--- src/rtl/posit_decode_pipe.sv ---
// Two-stage pipelined posit field decoder: stage 1 takes the magnitude and flags
// zero/NaR, stage 2 measures the regime run, strips it and splits exponent/fraction.
module posit_decode_pipe #(
    parameter int N  = 8,
    parameter int ES = 3,
    parameter int RS = $clog2(N)
) (
    input  logic                clk,
    input  logic                reset,
    input  logic [N-1:0]        In,
    input  logic                in_valid,
    output logic                in_ready,
    output logic                Sign,
    output logic signed [RS:0]  Regime,
    output logic [ES-1:0]       Exponent,
    output logic [N-ES-1:0]     Mantissa,
    output logic                Zero,
    output logic                NaR,
    output logic                out_valid,
    input  logic                out_ready
);

    logic s1_load, s2_load;

    logic         s1_valid_q, s1_sign_q, s1_zero_q, s1_nar_q;
    logic [N-1:0] s1_abs_q;

    logic                s2_valid_q, sign_q, zero_q, nar_q;
    logic signed [RS:0]  regime_q;
    logic [ES-1:0]       exp_q;
    logic [N-ES-1:0]     mant_q;

    logic                sign_d, zero_d, nar_d;
    logic signed [RS:0]  regime_d;
    logic [ES-1:0]       exp_d;
    logic [N-ES-1:0]     mant_d;

    logic [N-2:0]  remain, shifted;
    logic          rc, in_run;
    logic [RS-1:0] run_len;
    logic [RS:0]   run_ext, shamt;

    assign s2_load  = !s2_valid_q || out_ready;
    assign s1_load  = !s1_valid_q || s2_load;
    assign in_ready = s1_load;

    // NOTE: data registers load only with a valid item so bubbles never disturb held outputs.
    always_ff @(posedge clk or posedge reset) begin
        if (reset) begin
            s1_valid_q <= 1'b0;
            s1_sign_q  <= 1'b0;
            s1_zero_q  <= 1'b0;
            s1_nar_q   <= 1'b0;
            s1_abs_q   <= '0;
        end else if (s1_load) begin
            s1_valid_q <= in_valid;
            if (in_valid) begin
                s1_sign_q <= In[N-1];
                s1_abs_q  <= In[N-1] ? -In : In;
                s1_zero_q <= (In == '0);
                s1_nar_q  <= (In == {1'b1, {(N-1){1'b0}}});
            end
        end
    end

    // Regime run length: leading bits of remain equal to its top bit, capped at N-1.
    always_comb begin
        remain  = s1_abs_q[N-2:0];
        rc      = remain[N-2];
        run_len = '0;
        in_run  = 1'b1;
        for (int i = N - 2; i >= 0; i--) begin
            if (in_run && (remain[i] == rc)) begin
                run_len = run_len + RS'(1);
            end else begin
                in_run = 1'b0;
            end
        end
        run_ext = {1'b0, run_len};
        shamt   = run_ext + (RS+1)'(1);
        shifted = remain << shamt;
    end

    always_comb begin
        sign_d   = s1_sign_q;
        zero_d   = s1_zero_q;
        nar_d    = s1_nar_q;
        regime_d = rc ? $signed(run_ext - (RS+1)'(1)) : -$signed(run_ext);
        exp_d    = shifted[N-2 -: ES];
        mant_d   = {1'b1, shifted[N-2-ES:0]};
        if (s1_zero_q || s1_nar_q) begin
            regime_d = '0;
            exp_d    = '0;
            mant_d   = '0;
        end
    end

    always_ff @(posedge clk or posedge reset) begin
        if (reset) begin
            s2_valid_q <= 1'b0;
            sign_q     <= 1'b0;
            regime_q   <= '0;
            exp_q      <= '0;
            mant_q     <= '0;
            zero_q     <= 1'b0;
            nar_q      <= 1'b0;
        end else if (s2_load) begin
            s2_valid_q <= s1_valid_q;
            if (s1_valid_q) begin
                sign_q   <= sign_d;
                regime_q <= regime_d;
                exp_q    <= exp_d;
                mant_q   <= mant_d;
                zero_q   <= zero_d;
                nar_q    <= nar_d;
            end
        end
    end

    assign out_valid = s2_valid_q;
    assign Sign      = sign_q;
    assign Regime    = regime_q;
    assign Exponent  = exp_q;
    assign Mantissa  = mant_q;
    assign Zero      = zero_q;
    assign NaR       = nar_q;

endmodule

--- config.mk ---
export PLATFORM = sky130hd
export DESIGN_NAME = posit_decode_pipe
export DESIGN_NICKNAME = d
export VERILOG_FILES = /design/src/rtl/posit_decode_pipe.sv
export SDC_FILE = /design/constraint.sdc
export NUM_CORES = 1
export LEC_CHECK = 0
export ABC_AREA = 1
export CAP_MARGIN = 15
export CORE_AREA = 5 5 64 66
export DETAILED_ROUTE_END_ITERATION = 12
export DIE_AREA = 0 0 69 71
export GPL_ROUTABILITY_DRIVEN = 0
export GPL_TIMING_DRIVEN = 1
export PLACE_DENSITY = 0.7
export SLEW_MARGIN = 10
export SYNTH_ARGS = -nofsm -noshare
export SYNTH_HDL_FRONTEND = slang
export SYNTH_SLANG_ARGS = --single-unit
--- constraint.sdc ---
create_clock -name clk -period 3 [get_ports clk]
set_input_delay 0.3 -clock clk [delete_from_list [all_inputs] [get_ports clk]]
set_output_delay 0.3 -clock clk [all_outputs]
set_load 0.1 [all_outputs]
==> run summary, run 1 <==
================================================================================
Status                                                              finished clean
Skew final                                                               4.57 ps
Leading cell type in the layout, fill and taps excluded             sky130_fd_sc_hd__nand2_1
Input/output buffers                                                          28
Critical path startpoint category                                      flip-flop
Timing-limited maximum frequency                                       0.394 GHz
Number of failing hold endpoints at the final stage                            0
DR WL/cell                                                          11.0 microns
Leftover overflow at the end of global routing                                 0
Clk slew on worst S/H paths                                               150 ps
Avg Cell Area, Syn                                                    7.80 sq um
Final critical-path share of the clock period                              84.6%
Nets in the synthesized netlist                                              227
Pre-Repair DR Iteration Count                                                  5
Commonest cells after routing, fill and taps aside                  66 x sky130_fd_sc_hd__nand2_1, 28 x sky130_fd_sc_hd__inv_1, 27 x sky130_fd_sc_hd__dfrtp_1
Post-synth EDFFs                                                               0
Post-detailed-route DRC marker count                                           0
Leading register cell type out of synthesis                         sky130_fd_sc_hd__dfrtp_1
Largest net degree at the start of global routing                             28
Die Area                                                            0.00490 sq mm
Final net count                                                              258
Post-cts sizing count                                                          0
Setup Total Neg Slack                                                       0 ps
Peak VDD IR                                                             0.423 mV
Via-per-instance ratio                                                      4.75
MaxCap Viol Count                                                              0
Count of endpoints failing setup in the final report                           0
Number of global-route vias before repair                                   1325
# hold bufs at CTS                                                             0
Worst setup path class                                              flip-flop to flip-flop
Number of vias in the routed layout                                         1373
Share of synthesized flip-flops with an asynchronous set or reset           100%
CTS tree                                                                    done
Data arrival at the endpoint of the critical path                        2780 ps
H-tree level count                                                             1
Starting DRC count in detailed routing                                        83
Min Clock Period, post-route                                             2540 ps
Insertion delay of the later-clocked pin in the worst-skew pair           340 ps
Number of post-CTS setup repair buffers                                        0
Number of instances in the synthesized netlist                               211
Layout Cell Area excl Fill                                          0.00199 sq mm
Diodes inserted                                                                0
Cell area reported after detailed placement                         0.00193 sq mm
CP max FO                                                                     15
Synth Warn #                                                                   0
Final core occ                                                             56.4%
Clock sink count                                                              27
Count of standard-cell rows                                                   22
Combined area of all synthesized cells                              0.00165 sq mm
Leakage power                                                         0.00103 uW
Inserted Clock Buffers                                                         3
Critical path endpoint category                                        flip-flop
Starting Density                                                           46.7%
DRT antenna net count                                                          0
Clock Root Buffer                                                   sky130_fd_sc_hd__clkbuf_4
# IOs                                                                         29
Pins Over Slew Limit                                                           0
Placeable core area                                                 0.00352 sq mm
Wire length reported by the detailed router                              3.18 mm
Chip width                                                            69 microns
Hold crit path type                                                 input pin to async pin
Worst EP required                                                        3250 ps
Vertical die dimension                                                71 microns
Pwr dens                                                            1040 mW/mm^2
Transition at the pin with the smallest max-transition slack              532 ps
Fraction of final layout cells sized beyond drive strength 1               17.0%
Half-perimeter wire length of the detailed placement result              2.59 mm
Global-route wire length before repair                                   5.75 mm
Hold Worst Slack                                                          231 ps
Unrepaired setup endpoints after global routing                               no
Tightest slew margin relative to the limit                                 64.5%
Synthesized flop and latch total                                              27
Area added between synthesis and finish                                    20.7%
Number of distinct library cells after synthesis                              28
Initial antenna violation count                                                0
Final Power                                                              2060 uW
Combined global-route utilization of all metal layers                      14.1%
Proportion of synthesized chip area in sequential cells                    41.0%
Clock tree buffer depth                                                        2
================================================================================
## cell usage after synthesis, types with 2 or more instances
| library cell | count | share of area (%) |
|---|---|---|
| sky130_fd_sc_hd__xor2_1 | 5 | 2.7 |
| sky130_fd_sc_hd__nand4_1 | 3 | 1.1 |
| sky130_fd_sc_hd__nand2_2 | 5 | 1.9 |
| sky130_fd_sc_hd__o22ai_1 | 2 | 0.76 |
| sky130_fd_sc_hd__clkbuf_1 | 3 | 0.68 |
| sky130_fd_sc_hd__a21oi_1 | 2 | 0.61 |
| sky130_fd_sc_hd__nand3_1 | 18 | 5.5 |
| sky130_fd_sc_hd__o21ai_0 | 16 | 4.9 |
| sky130_fd_sc_hd__inv_1 | 28 | 6.4 |
| sky130_fd_sc_hd__nand2_4 | 2 | 1.4 |
| sky130_fd_sc_hd__dfrtp_1 | 27 | 41 |
| sky130_fd_sc_hd__nand2_1 | 66 | 15 |
| sky130_fd_sc_hd__o21ai_1 | 3 | 0.91 |
| sky130_fd_sc_hd__xnor2_1 | 5 | 2.7 |
| sky130_fd_sc_hd__nor2_1 | 8 | 1.8 |
| sky130_fd_sc_hd__nand3_2 | 2 | 1.2 |
| sky130_fd_sc_hd__nor2_4 | 2 | 1.4 |
| sky130_fd_sc_hd__ha_1 | 4 | 3.0 |
## where the power goes
group          total, uW  leakage (uW)  switching (uW)  internal (uW)
clock                170     0.0000183             116           54.6
sequential           528      0.000339            69.5            459
combinational       1360      0.000676            1020            347
total               2060       0.00103            1200            861
## critical path: stages, from the launching register on
cell and delay (ps):
sky130_fd_sc_hd__dfrtp_1 710, sky130_fd_sc_hd__inv_1 150, sky130_fd_sc_hd__nand2_1 100, sky130_fd_sc_hd__nand2_2 110, sky130_fd_sc_hd__nand2_2 160, sky130_fd_sc_hd__inv_1 60, sky130_fd_sc_hd__o21ai_0 280, sky130_fd_sc_hd__inv_1 80
sky130_fd_sc_hd__ha_1 380, sky130_fd_sc_hd__inv_1 110, sky130_fd_sc_hd__nand3_1 110, sky130_fd_sc_hd__nand2_1 70, sky130_fd_sc_hd__nand2_1 70, sky130_fd_sc_hd__nand2_1 60
## stage by stage
stage	cells	setup slack (ps)
3_5_place_dp	284	488
5_1_grt	289	155
4_1_cts	288	456
6_report	289	463
3_3_place_gp	284	579
2_1_floorplan	211	130
## cell families (layout without fill, tap and decap cells)
logic type                 after synthesis  in the layout  share of synthesized area (%)
xor gates and xnor gates                11             11                           6.31
DFF                                     27             27                           41.0
AOI/OAI and AO/OA                       27             27                           9.42
adders and majority gates                4              4                           3.04
and+or+nand+nor                        109            109                           32.2
buffers and inverters                   33             63                           7.98
## layer usage
layer / GRT usage, % / vias to the layer above / part of all wire (%)
met5: 0 / - / 0
met3: 1.99 / 4 / 4.2
met2: 25.5 / 28 / 51
li1: - / 726 / -
met4: 6.51 / 0 / 1.7
met1: 16.4 / 615 / 43
## final cells by class
cell class	count	area (sq um)
clock buffers	3	22.5
clock inverters	1	8.76
flip-flops and latches	27	676
multi-input cells	151	840
inverters	29	109
repair buffers	30	273
fillers	373	1540
well taps	48	60.1
## state kept, by name (all words and copies together) (netlist names)
signal and cells:
Exponent 3, Mantissa 5, NaR 1, Regime 4, Sign 1, Zero 1
nar_d 1, out_valid 1, s1_abs_q 7, s1_sign_q 1, s1_valid_q 1, s1_zero_q 1
## final timing paths
check,end,start,slack [ps],cells past startpoint
hold / removal,Mantissa[2],reset,230,2
max in group asynchronous,Sign,reset,2340,3
hold reg to reg,Exponent[1],Exponent[1],500,2
setup / recovery,Mantissa[2],s1_abs_q[6],460,13
min in group clk,Exponent[1],Exponent[1],500,2
setup reg to reg,Mantissa[2],s1_abs_q[6],460,13
Power figures use the tool's default switching activity.
==> inputs of run 2 (changes only) <==
==> constraint.sdc (replaced) <==
create_clock -name clk -period 2.5 [get_ports clk]
set_input_delay 0.25 -clock clk [delete_from_list [all_inputs] [get_ports clk]]
set_output_delay 0.25 -clock clk [all_outputs]
set_load 0.1 [all_outputs]
==> run 2 against run 1 <==
  * Clock power up 21%
  * Clock-buffer cell count stayed put
  * Critical endpoint is now Mantissa[1]
  * Sequential share of layout area decreased by 0.15 points
  * Flip-flop and latch count did not move
  * Cell count rose by 0.69%
  * Die area unchanged
  * Highest routed layer unchanged
==> run summary, run 2 (synthesis results as in run 1) <==
==============================================================================
Cells along the critical path                                     buf_4, nor2_1, nand2_1, nand2_1, nand4_4, nand2_8, inv_2, ha_1, xor2_2, nand2_2, o31ai_2
H-tree level count                                                           1   unchanged
Global-route wire length before repair                                 5.94 mm   +3.2%
Die Area                                                          0.00490 sq mm   unchanged
Hold crit path type                                               input pin to async pin
FILL cells                                                                 358   -4.0%
Min Clock Period, post-route                                           2290 ps   -249 ps
CTS tree                                                                  done
CP max FO                                                                   10   -5
Most frequent CP cell                                             sky130_fd_sc_hd__nand2_1
Data arrival at the endpoint of the critical path                      2550 ps   -230 ps
Post-detailed-route DRC marker count                                         0   unchanged
Half-perimeter wire length of the detailed placement result            2.66 mm   +2.6%
Leftover overflow at the end of global routing                               0   unchanged
Area used by multi-input combinational logic                         853 sq um   +1.6%
Diodes inserted                                                              0   unchanged
# hold bufs at CTS                                                           0   unchanged
Register area                                                        676 sq um   unchanged
Largest net degree at the start of global routing                           28   unchanged
Setup Total Neg Slack                                                     0 ps   unchanged
Worst path bufs/invs                                                         2   -2
# IOs                                                                       29   unchanged
Chip width                                                          69 microns   unchanged
Family with the most delay on the worst path                      simple AND/OR/NAND/NOR gates
Layout Cells excl Fill                                                     291   +0.69%
Final critical-path share of the clock period                            91.5%   +7.0 points
MaxCap Viol Count                                                            0   unchanged
Number of failing hold endpoints at the final stage                          0   unchanged
Wire length reported by the detailed router                            3.29 mm   +3.6%
DR WL/cell                                                        11.3 microns   +2.8%
Critical path startpoint category                                    flip-flop
Count of standard-cell rows                                                 22   unchanged
Clock sink count                                                            27   unchanged
Inserted Clock Buffers                                                       3   unchanged
Clk slew on worst S/H paths                                             160 ps   about the same
Clock tree buffer depth                                                      2   unchanged
Final net count                                                            260   +0.78%
Leakage power                                                       0.00104 uW   +0.32%
Cell type of the slowest stage on the worst timing path           sky130_fd_sc_hd__dfrtp_1
Worst EP required                                                      2760 ps   -490 ps
Register ranked first by flip-flop count                              s1_abs_q
Starting DRC count in detailed routing                                      79   -4.8%
Skew final                                                             1.93 ps   -2.64 ps
Insertion delay of the later-clocked pin in the worst-skew pair         330 ps   about the same
Commonest cells after routing, fill and taps aside                65 x sky130_fd_sc_hd__nand2_1, 28 x sky130_fd_sc_hd__inv_1, 27 x sky130_fd_sc_hd__dfrtp_1
Transition at the pin with the smallest max-transition slack            381 ps   -151 ps
Number of vias in the routed layout                                       1421   +3.5%
Worst stage delay on the critical path                                  460 ps   -250 ps
Combined global-route utilization of all metal layers                    14.5%   +0.45 points
Pwr dens                                                          1250 mW/mm^2   +20%
Inst Count DP                                                              286   +0.70%
Pre-Repair DR Iteration Count                                                4   -1
Starting Density                                                         46.7%   unchanged
Via-per-instance ratio                                                    4.88   +2.8%
Timing-limited maximum frequency                                     0.437 GHz   +11%
Count of endpoints failing setup in the final report                         0   unchanged
Status                                                            finished clean
Tightest slew margin relative to the limit                               74.5%   +10 points
Largest register FFs                                                         7   unchanged
Placeable core area                                               0.00352 sq mm   unchanged
Area added between synthesis and finish                                  21.3%
Worst setup path class                                            flip-flop to flip-flop
Initial antenna violation count                                              0   unchanged
Fraction of final layout cells sized beyond drive strength 1             19.3%   +2.3 points
Vertical die dimension                                              71 microns   unchanged
Input/output buffers                                                        28   unchanged
DRT antenna net count                                                        0   unchanged
Clock Root Buffer                                                 sky130_fd_sc_hd__clkbuf_4
Number of global-route vias before repair                                 1431   +8.0%
Leading cell type in the layout, fill and taps excluded           sky130_fd_sc_hd__nand2_1
Peak VDD IR                                                           0.468 mV   +11%
Pins Over Slew Limit                                                         0   unchanged
Final Power                                                            2490 uW   +21%
Unrepaired setup endpoints after global routing                             no
Final core occ                                                           56.7%   +0.25 points
Critical path endpoint category                                      flip-flop
==============================================================================
## run 2: cell type report
type / instances / area share [%]
clock buffers: 3 / 1.13
clock inverters: 1 / 0.439
inverters: 29 / 5.45
multi-input cells: 151 / 42.7
repair buffers: 32 / 13.4
well taps: 48 / 3.01
flip-flops and latches: 27 / 33.8
## run 2: worst paths after layout
path / depth (start not counted) / endpoint / slack (ps) / startpoint
hold reg to reg: 2 / Exponent[1] / 510 / Exponent[1]
setup / recovery: 11 / Mantissa[1] / 210 / s1_abs_q[6]
setup reg to reg: 11 / Mantissa[1] / 210 / s1_abs_q[6]
hold / removal: 3 / Mantissa[2] / 240 / reset
min in group clk: 2 / Exponent[1] / 510 / Exponent[1]
max in group asynchronous: 3 / NaR / 2010 / reset
## run 2: worst register-to-register path: cells and delay by family, from the launching register on
kind                       cells  cell delay [ps]
buffers and inverters          2              270
xor gates and xnor gates       1              240
AOI/OAI and AO/OA              1              230
and+or+nand+nor                6              760
DFF                            1              460
adders and majority gates      1              250
## run 2: repair_timing
action                     CTS  global route
setup endpoints to repair    0             6
gates resized for setup      0             4
setup buffers                0             1
## run 2: layer usage
metal | vias up | GRT usage [%] | share of wire [%]
met3 | 2 | 2.98 | 4.7
met1 | 646 | 16.4 | 43
met5 | - | 0 | 0
met2 | 35 | 27.3 | 51
met4 | 0 | 4.56 | 1.2
li1 | 738 | - | -
## run 2: report_power, final
| group | switching (uW) | internal (uW) |
|---|---|---|
| Combinational | 1230 | 429 |
| Sequential | 71.8 | 551 |
| Clock | 141 | 65.3 |
| Total | 1440 | 1050 |
## run 2: metrics by stage
stage	instance area [sq um]	setup slack, ps	hold slack, ps
after floorplan	1650	5.32	303
after global placement	1950	231	465
after detailed placement	1950	195	472
after CTS	1980	161	245
after global routing	2000	30.0	266
final	2000	212	245
==> inputs of run 3 (changes only) <==
--- a/config.mk
+++ b/config.mk
@@ -10,9 +10,11 @@
 export CORE_AREA = 5 5 64 66
 export DETAILED_ROUTE_END_ITERATION = 12
 export DIE_AREA = 0 0 69 71
+export DONT_BUFFER_PORTS = 1
 export GPL_ROUTABILITY_DRIVEN = 0
 export GPL_TIMING_DRIVEN = 1
-export PLACE_DENSITY = 0.7
+export PLACE_DENSITY = 0.69
+export SKIP_LAST_GASP = 1
 export SLEW_MARGIN = 10
 export SYNTH_ARGS = -nofsm -noshare
 export SYNTH_HDL_FRONTEND = slang
==> run 3 against run 2 <==
  * Fmax grew 0.27%
  * Via count shrank 6.1%
  * Combinational power shrank 46%
==> run summary, run 3 (synthesis results as in run 1) <==
==============================================================================
Family with the most delay on the worst path                      simple AND/OR/NAND/NOR gates
Global-route wire length before repair                                 6.01 mm   +1.2%
Inst Count DP                                                              261   -8.7%
Worst hold path cell count                                                   2
CTS tree                                                                  done
Post-detailed-route DRC marker count                                         0   unchanged
Wire length reported by the detailed router                            3.33 mm   +1.1%
DR WL/cell                                                        12.4 microns   +9.3%
Insertion delay of the later-clocked pin in the worst-skew pair         340 ps   about the same
Cell type of the slowest stage on the worst timing path           sky130_fd_sc_hd__dfrtp_2
Placeable core area                                               0.00352 sq mm   unchanged
Worst EP required                                                      2750 ps   about the same
Fraction of final layout cells sized beyond drive strength 1             14.9%   -4.4 points
Largest net degree at the start of global routing                           28   unchanged
Setup Total Neg Slack                                                     0 ps   unchanged
Critical path startpoint category                                    flip-flop
Data arrival at the endpoint of the critical path                      2530 ps   -20 ps
Largest register FFs                                                         7   unchanged
Initial antenna violation count                                              0   unchanged
Starting DRC count in detailed routing                                      69   -13%
Final critical-path share of the clock period                            91.3%   -0.25 points
Count of standard-cell rows                                                 22   unchanged
Vertical die dimension                                              71 microns   unchanged
Leakage power                                                      0.000941 uW   -9.2%
Peak VDD IR                                                           0.444 mV   -5.0%
Timing-limited maximum frequency                                     0.438 GHz   +0.27%
Skew final                                                             17.4 ps   +15.4 ps
CP max FO                                                                    8   -2
Worst path bufs/invs                                                         2   unchanged
MaxCap Viol Count                                                            0   unchanged
Area used by multi-input combinational logic                         845 sq um   -1.0%
Tightest slew margin relative to the limit                               39.2%   -35 points
Pwr dens                                                          1290 mW/mm^2   +3.2%
Area added between synthesis and finish                                  10.5%
H-tree level count                                                           1   unchanged
Pre-Repair DR Iteration Count                                                4   unchanged
Register area                                                        677 sq um   +0.19%
Diodes inserted                                                              0   unchanged
Min Clock Period, post-route                                           2280 ps   -6.26 ps
Critical path endpoint category                                      flip-flop
Via-per-instance ratio                                                    4.96   +1.6%
Cell depth of the worst flop-to-flop path                                   11   unchanged
Clock sink count                                                            27   unchanged
Starting Density                                                         46.7%   unchanged
Input/output buffers                                                         0   -100%
Unrepaired setup endpoints after global routing                             no
Layout Cells excl Fill                                                     269   -7.6%
Number of failing hold endpoints at the final stage                          0   unchanged
Total stage count of the critical path                                      11   unchanged
Worst setup path class                                            flip-flop to flip-flop
Status                                                            finished clean
Most frequent CP cell                                             sky130_fd_sc_hd__nand2_1
Combined global-route utilization of all metal layers                    14.5%   about the same
Clock tree buffer depth                                                      2   unchanged
Die Area                                                          0.00490 sq mm   unchanged
Register ranked first by flip-flop count                              s1_abs_q
Leftover overflow at the end of global routing                               0   unchanged
Clk slew on worst S/H paths                                             170 ps   about the same
FILL cells                                                                 380   +6.1%
# IOs                                                                       29   unchanged
Transition at the pin with the smallest max-transition slack            912 ps   +531 ps
Final net count                                                            238   -8.5%
Leading cell type in the layout, fill and taps excluded           sky130_fd_sc_hd__nand2_1
Number of global-route vias before repair                                 1378   -3.7%
Commonest cells after routing, fill and taps aside                66 x sky130_fd_sc_hd__nand2_1, 28 x sky130_fd_sc_hd__inv_1, 26 x sky130_fd_sc_hd__dfrtp_1
Pins Over Slew Limit                                                         0   unchanged
Worst stage delay on the critical path                                  480 ps   +20 ps
Count of endpoints failing setup in the final report                         0   unchanged
Inserted Clock Buffers                                                       3   unchanged
Chip width                                                          69 microns   unchanged
Clock Root Buffer                                                 sky130_fd_sc_hd__clkbuf_4
DRT antenna net count                                                        0   unchanged
Hold crit path type                                               input pin to flip-flop
Cells along the critical path                                     buf_4, nor2_1, nand2_1, nand2_1, nand4_4, nand2_8, inv_2, ha_1, xor2_2, nand2_1, o31ai_2
Half-perimeter wire length of the detailed placement result            2.63 mm   -1.0%
Number of vias in the routed layout                                       1335   -6.1%
==============================================================================
## run 3: cell types whose count changed in the layout (fill, tap and decap cells not counted)
cell / before / now
sky130_fd_sc_hd__nand2_1: 65 / 66
sky130_fd_sc_hd__o21ai_2: 1 / 0
sky130_fd_sc_hd__nand2_2: 6 / 5
sky130_fd_sc_hd__clkdlybuf4s50_1: 11 / 0
sky130_fd_sc_hd__buf_16: 0 / 1
sky130_fd_sc_hd__ha_2: 1 / 0
sky130_fd_sc_hd__buf_4: 21 / 8
sky130_fd_sc_hd__ha_1: 3 / 4
sky130_fd_sc_hd__dlygate4sd3_1: 0 / 1
sky130_fd_sc_hd__dfrtp_2: 0 / 1
sky130_fd_sc_hd__o21ai_0: 15 / 16
sky130_fd_sc_hd__dfrtp_1: 27 / 26
## run 3: what timing repair did
action,CTS,global route
hold buffers,0,1
resized for setup,0,1
endpoints found under the hold margin,0,10
setup buffers,0,2
setup endpoints to repair,0,1
## run 3: power by group
part           switching, uW  internal, uW
registers                697           538
clock network            141          65.3
logic                    584           314
## run 3: worst paths after layout
kind,to,slack [ps],startpoint
setup / recovery,Mantissa[1],220,s1_abs_q[6]
hold / removal,s1_sign_q,40,In[7]
setup reg to reg,Mantissa[1],220,s1_abs_q[6]
hold reg to reg,Mantissa[1],520,Mantissa[1]
max in group asynchronous,s1_abs_q[6],1670,reset
min in group asynchronous,Mantissa[0],350,reset
## run 3: worst register-to-register path: cells and delay by family (launching register included)
| kind | cells | cell delay (ps) |
|---|---|---|
| flops | 1 | 480 |
| buf+inv | 2 | 260 |
| fa+ha+maj | 1 | 250 |
| simple gates | 6 | 770 |
| xor+xnor | 1 | 210 |
| compound gates | 1 | 240 |
## run 3: area by class of cell
| class | instances | share of cell area (%) |
|---|---|---|
| clock buffer | 3 | 1.24 |
| timing repair buffer | 10 | 5.36 |
| multi-input combinational | 151 | 46.4 |
| tap | 48 | 3.30 |
| clock inverter | 1 | 0.481 |
| inverter | 29 | 5.98 |
| sequential | 27 | 37.2 |
## run 3: layer usage
metal  GRT usage (%)  wire (microns)  vias up
met1            18.6            1480      605
met2            23.9            1620       35
met5               0               0        -
met4            6.51              60        0
li1                -               -      687
met3            2.56             165        8
## run 3: per-stage QoR
| step | hold WS [ps] | utilization (%) | worst slack, ps | total power, uW | instance area, sq um |
|---|---|---|---|---|---|
| 6_report | 43.5 | 51.6 | 218 | 2340 | 1820 |
| 5_1_grt | 34.2 | 51.6 | 30.0 | 2510 | 1820 |
| 4_1_cts | 44.6 | 50.1 | 143 | 2350 | 1770 |
| 3_5_place_dp | 411 | 49.2 | 187 | 2140 | 1730 |
| 3_3_place_gp | 402 | 49.2 | 238 | 2110 | 1730 |
| 2_1_floorplan | 303 | - | 5.32 | 1960 | 1650 |
